[src/rtl/ita_step_scheduler_pkg.sv]
// Shared types for the ITA step scheduler: config struct, step and FSM encodings,
// plus helpers for the fixed Q..OW step order.
package ita_step_scheduler_pkg;

  localparam int unsigned H        = 1;
  localparam int unsigned TileCntW = 32;
  localparam int unsigned NHeadsW  = 8;

  typedef logic [TileCntW-1:0] tile_cnt_t;

  typedef enum logic [2:0] {
    Idle = 3'd0,
    Q    = 3'd1,
    K    = 3'd2,
    V    = 3'd3,
    QK   = 3'd4,
    AV   = 3'd5,
    OW   = 3'd6
  } step_e;

  typedef enum logic [1:0] {
    SchedIdle  = 2'd0,
    SchedIssue = 2'd1,
    SchedWait  = 2'd2,
    SchedFin   = 2'd3
  } sched_state_e;

  typedef struct packed {
    logic               start;
    logic [NHeadsW-1:0] n_heads;
    tile_cnt_t          lin_tiles;
    tile_cnt_t          attn_tiles;
  } ctrl_t;

  function automatic int unsigned idx_width(input int unsigned n);
    return (n > 1) ? $clog2(n) : 1;
  endfunction

  // Returns Idle after OW so callers can detect the end of a head.
  function automatic step_e next_step(input step_e s);
    step_e r;
    case (s)
      Q:       r = K;
      K:       r = V;
      V:       r = QK;
      QK:      r = AV;
      AV:      r = OW;
      default: r = Idle;
    endcase
    return r;
  endfunction

endpackage

[src/rtl/ita_step_scheduler.sv]
// Sequences heads, steps (Q,K,V,QK,AV,OW) and tiles for the ITA datapath, one outstanding
// tile request at a time.
module ita_step_scheduler #(
  parameter int unsigned H        = ita_step_scheduler_pkg::H,
  parameter int unsigned TileCntW = 32
) (
  input  logic                                            clk_i,
  input  logic                                            rst_i,
  input  ita_step_scheduler_pkg::ctrl_t                   ctrl_i,
  output logic                                            tile_req_valid_o,
  input  logic                                            tile_req_ready_i,
  input  logic                                            tile_done_i,
  output ita_step_scheduler_pkg::step_e                   step_o,
  output logic [ita_step_scheduler_pkg::idx_width(H)-1:0] head_o,
  output logic [TileCntW-1:0]                             tile_idx_o,
  output logic                                            first_tile_o,
  output logic                                            last_tile_o,
  output logic                                            busy_o,
  output logic                                            done_o,
  output logic                                            err_o
);
  import ita_step_scheduler_pkg::*;

  localparam int unsigned HeadW    = idx_width(H);
  localparam int unsigned HeadCntW = idx_width(H + 1);

  sched_state_e          state_q, state_d;
  step_e                 step_q, step_d;
  logic [HeadCntW-1:0]   head_q, head_d;
  logic [HeadCntW-1:0]   nheads_q, nheads_d;
  logic [TileCntW-1:0]   tile_q, tile_d;
  logic [TileCntW-1:0]   lin_q, lin_d;
  logic [TileCntW-1:0]   attn_q, attn_d;
  logic                  err_q, err_d;

  logic [TileCntW-1:0]   cfg_lin, cfg_attn, cur_tiles;
  logic [HeadCntW-1:0]   cfg_nheads;
  step_e                 start_step, after_step, restart_step;
  logic                  unused_ctrl;

  function automatic logic [TileCntW-1:0] tiles_of(input step_e s,
                                                   input logic [TileCntW-1:0] lin,
                                                   input logic [TileCntW-1:0] attn);
    return (s == QK || s == AV) ? attn : lin;
  endfunction

  // Advances past steps with zero tiles; yields Idle if nothing is left in this head.
  function automatic step_e skip_empty(input step_e s,
                                       input logic [TileCntW-1:0] lin,
                                       input logic [TileCntW-1:0] attn);
    step_e r;
    r = s;
    for (int i = 0; i < 6; i++) begin
      if (r != Idle && tiles_of(r, lin, attn) == '0) r = next_step(r);
    end
    return r;
  endfunction

  assign cfg_lin      = TileCntW'(ctrl_i.lin_tiles);
  assign cfg_attn     = TileCntW'(ctrl_i.attn_tiles);
  assign cfg_nheads   = HeadCntW'(ctrl_i.n_heads);
  assign unused_ctrl  = ^ctrl_i;

  assign cur_tiles    = tiles_of(step_q, lin_q, attn_q);
  assign start_step   = skip_empty(Q, cfg_lin, cfg_attn);
  assign after_step   = skip_empty(next_step(step_q), lin_q, attn_q);
  assign restart_step = skip_empty(Q, lin_q, attn_q);

  always_comb begin
    state_d  = state_q;
    step_d   = step_q;
    head_d   = head_q;
    nheads_d = nheads_q;
    tile_d   = tile_q;
    lin_d    = lin_q;
    attn_d   = attn_q;
    err_d    = err_q;

    case (state_q)
      SchedIdle: begin
        if (ctrl_i.start) begin
          nheads_d = cfg_nheads;
          lin_d    = cfg_lin;
          attn_d   = cfg_attn;
          err_d    = 1'b0;
          head_d   = '0;
          tile_d   = '0;
          step_d   = start_step;
          state_d  = (cfg_nheads == '0 || start_step == Idle) ? SchedFin : SchedIssue;
        end
      end
      SchedIssue: begin
        if (tile_req_ready_i) state_d = SchedWait;
      end
      SchedWait: begin
        if (tile_done_i) begin
          state_d = SchedIssue;
          if (tile_q != cur_tiles - TileCntW'(1)) begin
            tile_d = tile_q + TileCntW'(1);
          end else begin
            tile_d = '0;
            if (after_step != Idle) begin
              step_d = after_step;
            end else if (head_q == nheads_q - HeadCntW'(1)) begin
              state_d = SchedFin;
            end else begin
              head_d = head_q + HeadCntW'(1);
              step_d = restart_step;
            end
          end
        end
      end
      SchedFin: begin
        state_d = SchedIdle;
      end
      default: begin
        state_d = SchedIdle;
      end
    endcase

    // A completion is only legal while waiting; the handshake cycle counts as outside WAIT.
    if (tile_done_i && state_q != SchedWait) err_d = 1'b1;
  end

  always_ff @(posedge clk_i) begin
    if (rst_i) begin
      state_q  <= SchedIdle;
      step_q   <= Idle;
      head_q   <= '0;
      nheads_q <= '0;
      tile_q   <= '0;
      lin_q    <= '0;
      attn_q   <= '0;
      err_q    <= 1'b0;
    end else begin
      state_q  <= state_d;
      step_q   <= step_d;
      head_q   <= head_d;
      nheads_q <= nheads_d;
      tile_q   <= tile_d;
      lin_q    <= lin_d;
      attn_q   <= attn_d;
      err_q    <= err_d;
    end
  end

  assign busy_o           = (state_q == SchedIssue) || (state_q == SchedWait);
  assign tile_req_valid_o = (state_q == SchedIssue);
  assign done_o           = (state_q == SchedFin);
  assign step_o           = busy_o ? step_q : Idle;
  assign head_o           = head_q[HeadW-1:0];
  assign tile_idx_o       = tile_q;
  assign first_tile_o     = busy_o && (tile_q == '0);
  assign last_tile_o      = busy_o && (tile_q == cur_tiles - TileCntW'(1));
  assign err_o            = err_q;

endmodule

[config.mk]
export PLATFORM = sky130hd
export DESIGN_NAME = ita_step_scheduler
export DESIGN_NICKNAME = d
export VERILOG_FILES = /design/src/rtl/ita_step_scheduler_pkg.sv /design/src/rtl/ita_step_scheduler.sv
export SDC_FILE = /design/constraint.sdc
export NUM_CORES = 1
export LEC_CHECK = 0
export BUFFER_PORTS_ARGS = -buffer_cell sky130_fd_sc_hd__buf_2
export CORE_MARGIN = 4
export CORE_UTILIZATION = 59
export CTS_BUF_LIST = sky130_fd_sc_hd__clkbuf_16
export DETAILED_ROUTE_END_ITERATION = 10
export PLACE_DENSITY = 0.9
export RECOVER_POWER = 25
export SYNTH_ARGS = -nofsm -noshare
export SYNTH_HDL_FRONTEND = slang
export SYNTH_SLANG_ARGS = --single-unit
export TNS_END_PERCENT = 50
[constraint.sdc]
create_clock -name clk_i -period 10.3 [get_ports clk_i]
set_clock_uncertainty 0.2 [all_clocks]
set_input_delay 1.03 -clock clk_i [delete_from_list [all_inputs] [get_ports clk_i]]
set_output_delay 1.03 -clock clk_i [all_outputs]
set_load 0.02 [all_outputs]
Word-level counts from Yosys, hierarchy flattened
Index checks and enable logic that the tools add are counted.

Equal/unequal tests: 99. Shifts and indexed selects: 0. Div/mod/pow operators: 0. Order comparisons: 0. Muxes and demuxes: 79. Bitwise logic cells: 1. Reductions and logical operators: 85. $add $sub $neg: 4. Multipliers: 0.

Operators with widths (count): $mux W32 (20); $logic_not A32 Y1 (19); $pmux W3 S5 (17); $eq A3 B2 Y1 const B (34); $eq A3 B3 Y1 const B (34); $mux W3 (22); $pmux W32 S2 (1); $eq A3 B1 Y1 const B (17); $reduce_bool A3 Y1 (17); $add A32 B1 Y32 const B (1); $eq A32 B32 Y1 (1); $ne A32 B32 Y1 (1); $sub A32 B1 Y32 const B (1); $logic_and A1 B1 Y1 (19); $logic_or A1 B1 Y1 (19); $mux W2 (9); $ne A2 B2 Y1 const B (6); $pmux W2 S4 (1); $mux W1 (7); $pmux W3 S2 (1); $reduce_and A3 Y1 (2); $reduce_and A6 Y1 (1); $reduce_bool A2 Y1 (3); $reduce_and A5 Y1 (1); other kinds (12) (14).

Bits in read-only memories: 0. Bits in registers: 104. Memory bits (writable): 0. Logic and storage cells: 276. Bits in latches: 0. Input port bits: 77. Memories: 0.

Depth between registers and ports, before layout
Gate-level depths: netlist of run 1.

Depth after elaboration: 43. Depth in mapped cells: 52. Depth with buffers taken out: 48.

Least setup slack after synthesis of run 1
Ideal clock, no wire load.

Path type: flip-flop to flip-flop. Start: reg step_q[1]. End: reg step_q[1]. Path buffers: 4. Setup time: 0.122 ns. Cell stages (with the launch flop): 49. Path slack: 1.133 ns. Data arrival time: 8.846 ns. Cell sequence: dfxtp_1 -> buf_6 -> inv_1 -> ha_1 -> buf_2 -> nor2b_1 -> o21ai_0 -> nand2_1 -> ha_1 -> or4b_1 -> o31ai_1 -> and2_1 -> buf_2 -> o21ai_0 -> ha_1 -> inv_1 -> o211ai_2 -> a2bb2oi_1 -> (+13 left out) -> a211o_1 -> inv_1 -> ha_1 -> and3_1 -> nor2_1 -> nor2_1 -> mux2i_1 -> nor3_2 -> nor2_4 -> inv_4 -> ha_1 -> nor2_1 -> a21o_1 -> o21ai_1 -> a211oi_1 -> or3_1 -> o21a_1 -> o311a_1.

Cells in the longest elaborated chain, start to end: 43.

RTL lines: start: declaration (RTL line ita_step_scheduler.sv:28) `step_e step_q, step_d;`; start signal: assignment (RTL line ita_step_scheduler.sv:128) `step_q <= Idle;`; start signal: assignment (RTL line ita_step_scheduler.sv:137) `step_q <= step_d;`; $eq A3 B3 Y1 (tied with other cells) (RTL line ita_step_scheduler_pkg.sv:42, ita_step_scheduler.sv:44); $pmux W3 S5 (RTL line ita_step_scheduler_pkg.sv:42) `case (s)`; $eq A3 B3 Y1 (RTL line ita_step_scheduler_pkg.sv:42, ita_step_scheduler.sv:44); $logic_or A1 B1 Y1 (RTL line ita_step_scheduler.sv:44) `return (s == QK || s == AV) ? attn : lin;`; $mux W32 (RTL line ita_step_scheduler.sv:44); $logic_not A32 Y1 (RTL line ita_step_scheduler.sv:54) `if (r != Idle && tiles_of(r, lin, attn) == '0) r = next_step(r);`; $logic_and A1 B1 Y1 (RTL line ita_step_scheduler.sv:54); $mux W3 (RTL line ita_step_scheduler.sv:54); (+27 left out); $logic_not A32 Y1 (RTL line ita_step_scheduler.sv:54); $logic_and A1 B1 Y1 (RTL line ita_step_scheduler.sv:54); $mux W3 (RTL line ita_step_scheduler.sv:54); $reduce_bool A3 Y1 (RTL line ita_step_scheduler.sv:102) `if (after_step != Idle) begin`; $mux W3 (RTL line ita_step_scheduler.sv:102); $mux W3 (RTL line ita_step_scheduler.sv:98) `if (tile_q != cur_tiles - TileCntW'(1)) begin`; $mux W3 (RTL line ita_step_scheduler.sv:96) `if (tile_done_i) begin`; $pmux W3 S2 (RTL line ita_step_scheduler.sv:79) `case (state_q)`.

Several ways; a longest one is shown, not always the timed one. The select of a mux whose other input is x is not followed. A chain may end at the register's enable or synchronous reset.

Worst setup path after layout of run 1
Ends and elaborated chain as after synthesis.

==> impl_metrics.env, run 1 <==
export IMPL_gp_congestion=0.902
export IMPL_max_vdd_ir_drop_uv=121
export IMPL_arrival_ns=9.76
export IMPL_hpwl_um=17100
export IMPL_clk_latency_ns=0.35
export IMPL_intPower_mw=1.03
export IMPL_path_clk_slew_ns=0.07
export IMPL_leakage_nw=3.16
export IMPL_ys_top_cells_by_count="nand2_1, a21oi_1, dfxtp_1"
export IMPL_synth_seq_area_share_pct=26.2
export IMPL_synth_nets=1174
export IMPL_clock_sinks=104
export IMPL_drc_errors=0
export IMPL_clock_tree_buffer_depth=2
export IMPL_setup_ws_ns=0.590
export IMPL_maxSlewViolCount=75
export IMPL_yosys_top_cells_area="dfxtp_1, nand2_1, a21oi_1"
export IMPL_drt_wl_total_um=22700
export IMPL_drtIter0Drc=991
export IMPL_dieArea_um2=15400
export IMPL_core_um2=13200
export IMPL_start_util_pct=60.1
export IMPL_ys_async_sr_fraction_pct=0
export IMPL_cts_root_buffer="clkbuf_16"
export IMPL_dr_pass1_iters=5
export IMPL_yosysMostFrequentCell="nand2_1"
export IMPL_hold_viol=0
export IMPL_switching_share_pct=47.1
export IMPL_holdBufCountCts=0
export IMPL_cts_made_buffers=9
export IMPL_end_kind="flop"
export IMPL_whs_ns=0.272
export IMPL_synthFlopType="dfxtp_1"
export IMPL_die_h_um=124
export IMPL_violations="capacitance limit, slew limit"
export IMPL_ys_types=91
export IMPL_synth_edf_count=0
export IMPL_routed_via_count=8366
export IMPL_diodes=0
export IMPL_max_freq_mhz=103
export IMPL_grt_max_degree=75
export IMPL_syn_to_final_growth_pct=10.7
export IMPL_required_ns=10.35
export IMPL_path_max_fanout=12
export IMPL_crit_buf_inv=6
export IMPL_critical_path_startpoint_type="flop"
export IMPL_track_usage_pct=29.4
export IMPL_clock_power_share_pct=16.6
export IMPL_hold_class="flop to flop"
export IMPL_netlist_area_um2=7950
export IMPL_max_cap_violations=1
export IMPL_p_per_area_nw_per_um2=220
export IMPL_seq_power_share_pct=27.2
export IMPL_ant_nets=0
export IMPL_maxSlewHeadroom_pct=-115
export IMPL_status="complete, but fails checks"
export IMPL_ys_ff_latch=104
export IMPL_dp_slack_ns=0.228
export IMPL_grt_pass1_vias=7406
export IMPL_die_x_um=124
export IMPL_pin_count=119
export IMPL_nets=1250
export IMPL_drt_vias_per_instance=6.28
export IMPL_port_buffers=111
export IMPL_synth_cells=1076
export IMPL_final_period_utilization_pct=94.3
export IMPL_critPathMaxStageDelay_ns=0.52
export IMPL_drive_gt1_share_pct=13.8
export IMPL_crit_type="flop to flop"
export IMPL_slowest_stage="or4b_1"
export IMPL_yosysTopAreaCell="dfxtp_1"
export IMPL_cts_tree="yes"
export IMPL_avgSynthCellArea_um2=7.39
export IMPL_yosysWarningCount=0
export IMPL_synth_top_area_share_pct=26.2
export IMPL_grt_first_pass_wirelength_um=36500
export IMPL_pwr_share_comb_pct=56.2
export IMPL_overflow=0
export IMPL_fin_setup_tns_ns=0
export IMPL_rows=42
export IMPL_tightest_slew_ns=3.23
export IMPL_min_period_ns=9.71
export IMPL_p_sw_mw=0.912
export IMPL_setup_viol=0
export IMPL_critical_path_top_delay_family="simple AND/OR/NAND/NOR gates"
export IMPL_antenna_found_initial=0
export IMPL_wl_per_cell_um=17.0
export IMPL_htree_levels=3
layout make-up:
cell class,instances,area (um2)
Inverter,32,123
Clock buffer,9,225
Tap cell,176,220
Fill cell,1133,4440
Sequential cell,104,2080
Clock inverter,7,48.8
Timing Repair Buffer,118,562
Multi-Input combinational cell,887,5540
worst reg2reg max path: cells and delay by family (launching register included):
family,cells,cell delay [ns]
flip-flops,1,0.33
multiplexers,2,0.42
adder cells (fa/ha/maj),7,2.10
buffers and inverters,6,0.62
AND/OR/NAND/NOR,16,3.03
AO/OA/AOI/OAI,16,2.91
logic make-up (layout without fill, tap and decap cells):
| kind of cell | Yosys count | after routing | share of synthesized area [%] |
|---|---|---|---|
| flip-flops | 104 | 104 | 26.2 |
| XOR/XNOR | 73 | 73 | 8.04 |
| adder cells (fa/ha/maj) | 22 | 22 | 3.43 |
| multiplexers | 44 | 44 | 5.77 |
| AO/OA/AOI/OAI | 231 | 231 | 19.7 |
| buffers and inverters | 85 | 166 | 4.42 |
| AND/OR/NAND/NOR | 517 | 517 | 32.5 |
metrics by stage:
step | instances | power (mW) | instance area [um2] | utilization (%)
floorplan | 1076 | 1.35 | 7950 | -
global placement | 1317 | 1.55 | 8560 | 64.6
detailed placement | 1317 | 1.58 | 8560 | 64.6
CTS | 1333 | 1.91 | 8830 | 66.7
global route | 1333 | 2.07 | 8800 | 66.5
finish | 1333 | 1.94 | 8800 | 66.5
worst paths after layout:
| path | start | to | slack [ns] | depth (start not counted) |
|---|---|---|---|---|
| max reg2reg | step_q[1]$_SDFFE_PP0P_ | step_q[1]$_SDFFE_PP0P_ | 0.59 | 47 |
| min reg2reg | lin_q[31]$_SDFFE_PP0P_ | lin_q[31]$_SDFFE_PP0P_ | 0.27 | 2 |
| max | step_q[1]$_SDFFE_PP0P_ | step_q[1]$_SDFFE_PP0P_ | 0.59 | 47 |
| min | lin_q[31]$_SDFFE_PP0P_ | lin_q[31]$_SDFFE_PP0P_ | 0.27 | 2 |
routing by layer:
metal  track usage [%]  routed length [um]  vias to the layer above
met5                 0                   0                        -
met4              9.38                 613                        0
met3              5.45                2340                       57
met2              46.1               10100                      461
met1              40.9                9630                     3840
li1                  -                   -                     4008
state kept, by name (all words and copies together) (netlist names):
register	count
step_q	3
state_q	2
attn_q	32
tile_idx_o	32
head_o	1
err_o	1
nheads_q	1
lin_q	32
power by group through the flow:
stage          Combinational, mW  Clock, mW  Sequential (mW)
4_1_cts                     1.06      0.322            0.522
3_3_place_gp                1.02          0            0.528
3_5_place_dp                1.05          0            0.531
2_1_floorplan              0.836          0            0.509
6_report                    1.09      0.322            0.527
5_1_grt                     1.20      0.339            0.533
what timing repair did:
action / 4_1_cts / 5_1_grt
resized for setup: 0 / 9
setup buffers: 0 / 0
endpoints found under the setup margin: 0 / 5
cell usage in the layout (no fill, tap or decap), types with 4 or more instances in the layout:
cell / instances
buf_4: 6
or3_1: 8
clkbuf_16: 9
nor2b_1: 6
ha_1: 19
a21o_1: 4
nor4b_1: 4
nand4_1: 22
nor4_1: 34
and4_1: 7
o211ai_1: 6
nand3_1: 35
nor2_1: 103
a21oi_1: 102
nor4_2: 8
dfxtp_1: 103
clkbuf_1: 35
xor2_1: 30
o21ai_1: 8
nor3_2: 4
a211oi_1: 9
or2_2: 7
nor3b_1: 4
a31oi_1: 10
o22ai_1: 6
inv_1: 30
mux2_2: 6
buf_2: 77
o21a_1: 6
xnor2_1: 43
o31ai_1: 5
nor3_1: 34
nand2b_1: 12
and3_1: 11
and2_1: 11
o21ai_0: 23
nand2_1: 184
mux2i_1: 35
(Power assumes the default switching activity.)
==> run 2: changes to the inputs <==
Settings changed: PLACE_DENSITY 0.9 to not set, PLACE_DENSITY_LB_ADDON set to 0.1.
Clock period 10.3 ns to 11.1 ns, I/O delays scaled along.
==> run 2 against run 1 <==
  * The flow still finishes with violations (capacitance limit, slew limit)
  * First-iteration DRC count fell by 19%
  * Critical path depth down 1
  * Combinational power shrank 8%
  * Register-to-register slack gained 0.14 ns
  * Sequential share of layout area grew 0.084 points
  * Via count fell by 2.4%
  * Clock power shrank 5%
  * Global-route usage is 0.15 points higher
  * Die area stayed put
  * Worst hold slack gained 0.0026 ns
  * Non-clock buffer count shrank 4
  * Largest cell class unchanged
==> impl_metrics.env, run 2 (synthesis gave the netlist of run 1 again) <==
export IMPL_status="complete, but fails checks"
export IMPL_violations="capacitance limit, slew limit"
export IMPL_tightest_slew_ns=3.32
export IMPL_critPathMaxStageDelay_ns=0.51
export IMPL_hold_viol=0
export IMPL_dp_cells=1313
export IMPL_fin_setup_tns_ns=0
export IMPL_hpwl_um=17800
export IMPL_cts_root_buffer="clkbuf_16"
export IMPL_maxSlewHeadroom_pct=-121
export IMPL_required_ns=11.14
export IMPL_cts_tree="yes"
export IMPL_layout_cells_non_filler=1329
export IMPL_path_max_fanout=12
export IMPL_setup_ws_ns=0.728
export IMPL_syn_to_final_growth_pct=10.3
export IMPL_design_area_um2=8770
export IMPL_diodes=0
export IMPL_start_util_pct=60.1
export IMPL_post_cts_resized=0
export IMPL_cts_setup_buffers=0
export IMPL_max_cap_violations=1
export IMPL_final_period_utilization_pct=93.4
export IMPL_slowest_stage="or4b_1"
export IMPL_max_vdd_ir_drop_uv=171
export IMPL_track_usage_pct=29.5
export IMPL_placed_cell_area_um2=8530
export IMPL_holdBufCountCts=0
export IMPL_arrival_ns=10.42
export IMPL_final_common_cell="nand2_1"
export IMPL_hold_class="flop to flop"
export IMPL_core_um2=13200
export IMPL_leakage_nw=3.16
export IMPL_crit_type="flop to flop"
export IMPL_dr_pass1_iters=8
export IMPL_drtIter0Drc=803
export IMPL_clock_sinks=104
export IMPL_layout_common_cells="nand2_1, nor2_1, dfxtp_1"
export IMPL_overflow=0
export IMPL_max_freq_mhz=96.4
export IMPL_die_x_um=124
export IMPL_die_h_um=124
export IMPL_drt_wl_total_um=23200
export IMPL_cts_made_buffers=9
export IMPL_path_clk_slew_ns=0.07
export IMPL_clk_latency_ns=0.36
export IMPL_setup_viol=0
export IMPL_grt_max_degree=75
export IMPL_critical_path_startpoint_type="flop"
export IMPL_grt_first_pass_wirelength_um=36000
export IMPL_clock_tree_buffer_depth=2
export IMPL_dieArea_um2=15400
export IMPL_dp_slack_ns=0.526
export IMPL_pin_count=119
export IMPL_crit_top_cell="ha_1"
export IMPL_ant_nets=0
export IMPL_critical_path_top_delay_family="compound AO/OA/AOI/OAI gates"
export IMPL_p_per_area_nw_per_um2=204
export IMPL_routed_via_count=8166
export IMPL_crit_buf_inv=6
export IMPL_rows=42
export IMPL_gp_congestion=0.917
export IMPL_finish_utilization_pct=66.3
export IMPL_wl_per_cell_um=17.4
export IMPL_grt_pass1_vias=7123
export IMPL_htree_levels=3
export IMPL_drt_vias_per_instance=6.14
export IMPL_nets=1246
export IMPL_drc_errors=0
export IMPL_port_buffers=111
export IMPL_antenna_found_initial=0
export IMPL_maxSlewViolCount=66
export IMPL_end_kind="flop"
export IMPL_drive_gt1_share_pct=13.4
export IMPL_min_period_ns=10.37
[run 2: cell types whose count changed in the layout (fill, tap and decap cells not counted), sizes merged]
cell	before	now
inv	32	37
clkinv	5	2
buf	83	81
clkbuf	44	42
clkinvlp	2	0
[run 2: worst min-delay path, cell delays in order (launching register included)]
cell	delay (ns)
dfxtp_1	0.33
nand2_1	0.06
a21oi_1	0.05
[run 2: worst paths after layout]
kind / start / end / slack (ns) / cells after the start
max: step_q[1]$_SDFFE_PP0P_ / step_q[1]$_SDFFE_PP0P_ / 0.73 / 46
min: lin_q[7]$_SDFFE_PP0P_ / lin_q[7]$_SDFFE_PP0P_ / 0.27 / 2
max reg2reg: step_q[1]$_SDFFE_PP0P_ / step_q[1]$_SDFFE_PP0P_ / 0.73 / 46
min reg2reg: lin_q[7]$_SDFFE_PP0P_ / lin_q[7]$_SDFFE_PP0P_ / 0.27 / 2
[run 2: area by class of cell]
type	count	area, um2
clock buffers	9	225
clock inverters	7	53.8
multi-input cells	887	5530
flip-flops and latches	104	2080
inverters	32	123
repair buffers	114	537
fillers	1296	4470
well taps	176	220
[run 2: per-stage QoR]
stage | total power, mW | hold WS, ns
floorplan | 1.25 | 0.246
global placement | 1.45 | 0.259
detailed placement | 1.46 | 0.261
CTS | 1.77 | 0.272
global route | 1.91 | 0.298
finish | 1.79 | 0.275
[run 2: layer usage]
metal	share of wire (%)	GRT usage, %	wire length [um]
met5	0	0	0
met4	2.8	9.51	654
met3	8.2	5.54	1910
met2	44	45.5	10200
met1	45	41.7	10400
[run 2: power by group]
group / switching, mW / internal [mW] / leakage (nW)
Clock: 0.150 / 0.155 / 0.145
Sequential: 0.0642 / 0.425 / 0.848
Combinational: 0.630 / 0.370 / 2.17
==> run 3: changes to the inputs <==
Settings changed: CORE_MARGIN 4 to not set.
==> run 3 against run 2 <==
  * The flow still finishes with violations (capacitance limit, slew limit)
  * Power rose by 1.5%
  * Sequential cell count did not move
  * Register-to-register slack better by 0.02 ns
  * Largest power group unchanged
==> impl_metrics.env, run 3 (synthesis gave the netlist of run 1 again) <==
export IMPL_seq_power_share_pct=27.0
export IMPL_grt_pass1_vias=6970
export IMPL_finalPower_mw=1.82
export IMPL_hold_class="flop to flop"
export IMPL_maxSlewHeadroom_pct=-117
export IMPL_diodes=0
export IMPL_pin_count=119
export IMPL_critical_path_startpoint_type="flop"
export IMPL_cts_tree="yes"
export IMPL_end_kind="flop"
export IMPL_rows=42
export IMPL_p_per_area_nw_per_um2=207
export IMPL_dr_pass1_iters=5
export IMPL_critPathMaxStageDelay_ns=0.51
export IMPL_routed_via_count=8140
export IMPL_die_h_um=118
export IMPL_crit_top_cell="ha_1"
export IMPL_drive_gt1_share_pct=13.5
export IMPL_core_um2=13200
export IMPL_required_ns=11.15
export IMPL_switching_share_pct=46.5
export IMPL_hpwl_um=17200
export IMPL_critical_path_top_delay_family="compound AO/OA/AOI/OAI gates"
export IMPL_overflow=0
export IMPL_antenna_found_initial=0
export IMPL_max_freq_mhz=96.6
export IMPL_crit_buf_inv=6
export IMPL_layout_common_cells="nand2_1, nor2_1, dfxtp_1"
export IMPL_fin_setup_tns_ns=0
export IMPL_pwr_share_comb_pct=54.6
export IMPL_max_vdd_ir_drop_uv=165
export IMPL_rsz0062_at_grt="false"
export IMPL_clock_sinks=104
export IMPL_status="complete, but fails checks"
export IMPL_path_max_fanout=12
export IMPL_p_sw_mw=0.846
export IMPL_wl_per_cell_um=17.0
export IMPL_path_clk_slew_ns=0.07
export IMPL_syn_to_final_growth_pct=10.7
export IMPL_final_period_utilization_pct=93.3
export IMPL_cts_made_buffers=9
export IMPL_violations="capacitance limit, slew limit"
export IMPL_arrival_ns=10.40
export IMPL_cts_root_buffer="clkbuf_16"
export IMPL_min_period_ns=10.35
export IMPL_intPower_mw=0.975
export IMPL_holdBufCountCts=0
export IMPL_crit_type="flop to flop"
export IMPL_track_usage_pct=31.9
export IMPL_dieArea_um2=13900
export IMPL_gp_congestion=0.893
export IMPL_ant_nets=0
export IMPL_clk_latency_ns=0.36
export IMPL_final_common_cell="nand2_1"
export IMPL_htree_levels=3
export IMPL_port_buffers=111
export IMPL_fillCellCount=1190
export IMPL_drtIter0Drc=731
export IMPL_max_cap_violations=1
export IMPL_nets=1246
export IMPL_hold_viol=0
export IMPL_slowest_stage="or4b_1"
export IMPL_drt_vias_per_instance=6.12
export IMPL_clock_tree_buffer_depth=2
export IMPL_setup_viol=0
export IMPL_start_util_pct=60.3
export IMPL_maxSlewViolCount=66
export IMPL_tightest_slew_ns=3.25
export IMPL_clock_power_share_pct=18.4
export IMPL_grt_max_degree=75
export IMPL_leakage_nw=3.17
export IMPL_drt_wl_total_um=22600
export IMPL_die_x_um=118
export IMPL_drc_errors=0
export IMPL_grt_first_pass_wirelength_um=35500
## run 3: changes by cell type in the layout (fill, tap and decap cells not counted), sizes merged
cell    previous run  this run
bufinv             0         1
inv               37        36
## run 3: layout make-up
cell class                      instances  area, um2  share of cell area [%]
Timing Repair Buffer                  114        537                    6.10
Clock inverter                          7       85.1                   0.966
Multi-Input combinational cell        887       5530                    62.8
Sequential cell                       104       2080                    23.7
Tap cell                              176        220                    2.50
Clock buffer                            9        225                    2.56
Inverter                               32        123                    1.39
## run 3: stage by stage
step | cell area [um2] | cells | worst slack (ns) | hold WS, ns | util (%)
2_1_floorplan | 7950 | 1076 | 1.93 | 0.246 | -
3_3_place_gp | 8530 | 1313 | 0.675 | 0.257 | 64.7
3_5_place_dp | 8530 | 1313 | 0.477 | 0.263 | 64.7
4_1_cts | 8840 | 1329 | 0.432 | 0.275 | 67.0
5_1_grt | 8800 | 1329 | 0.00580 | 0.295 | 66.8
6_report | 8800 | 1329 | 0.749 | 0.277 | 66.8
## run 3: per-layer routing
| layer | global-route usage, % | vias to the layer above | wire length [um] |
|---|---|---|---|
| li1 | - | 3993 | - |
| met1 | 43.5 | 3820 | 10200 |
| met2 | 51.7 | 296 | 10400 |
| met3 | 5.43 | 31 | 1470 |
| met4 | 8.97 | 0 | 471 |
| met5 | 0 | - | 0 |
## run 3: repair_timing
action,in CTS,in global routing
buffers inserted,0,0
endpoints found under the setup margin,0,5
resized for setup,0,4
## run 3: worst paths after layout
path / start / to / slack, ns / cells past startpoint
max reg2reg: step_q[1]$_SDFFE_PP0P_ / step_q[1]$_SDFFE_PP0P_ / 0.75 / 46
max: step_q[1]$_SDFFE_PP0P_ / step_q[1]$_SDFFE_PP0P_ / 0.75 / 46
min reg2reg: lin_q[12]$_SDFFE_PP0P_ / lin_q[12]$_SDFFE_PP0P_ / 0.28 / 2
min: lin_q[12]$_SDFFE_PP0P_ / lin_q[12]$_SDFFE_PP0P_ / 0.28 / 2
## run 3: worst register-to-register path: cells and delay by family, from the launching register on
family	cells	cell delay, ns
AO/OA/AOI/OAI	17	3.55
flip-flops	1	0.44
buffers and inverters	6	0.66
AND/OR/NAND/NOR	15	3.16
adder cells (fa/ha/maj)	7	2.14
multiplexers	1	0.11
## run 3: power by group through the flow
stage	combinational [mW]	sequential [mW]	clock [mW]
floorplan	0.776	0.473	0
global placement	0.951	0.495	0
detailed placement	0.963	0.496	0
CTS	0.971	0.488	0.338
global route	1.09	0.496	0.353
finish	0.995	0.491	0.335
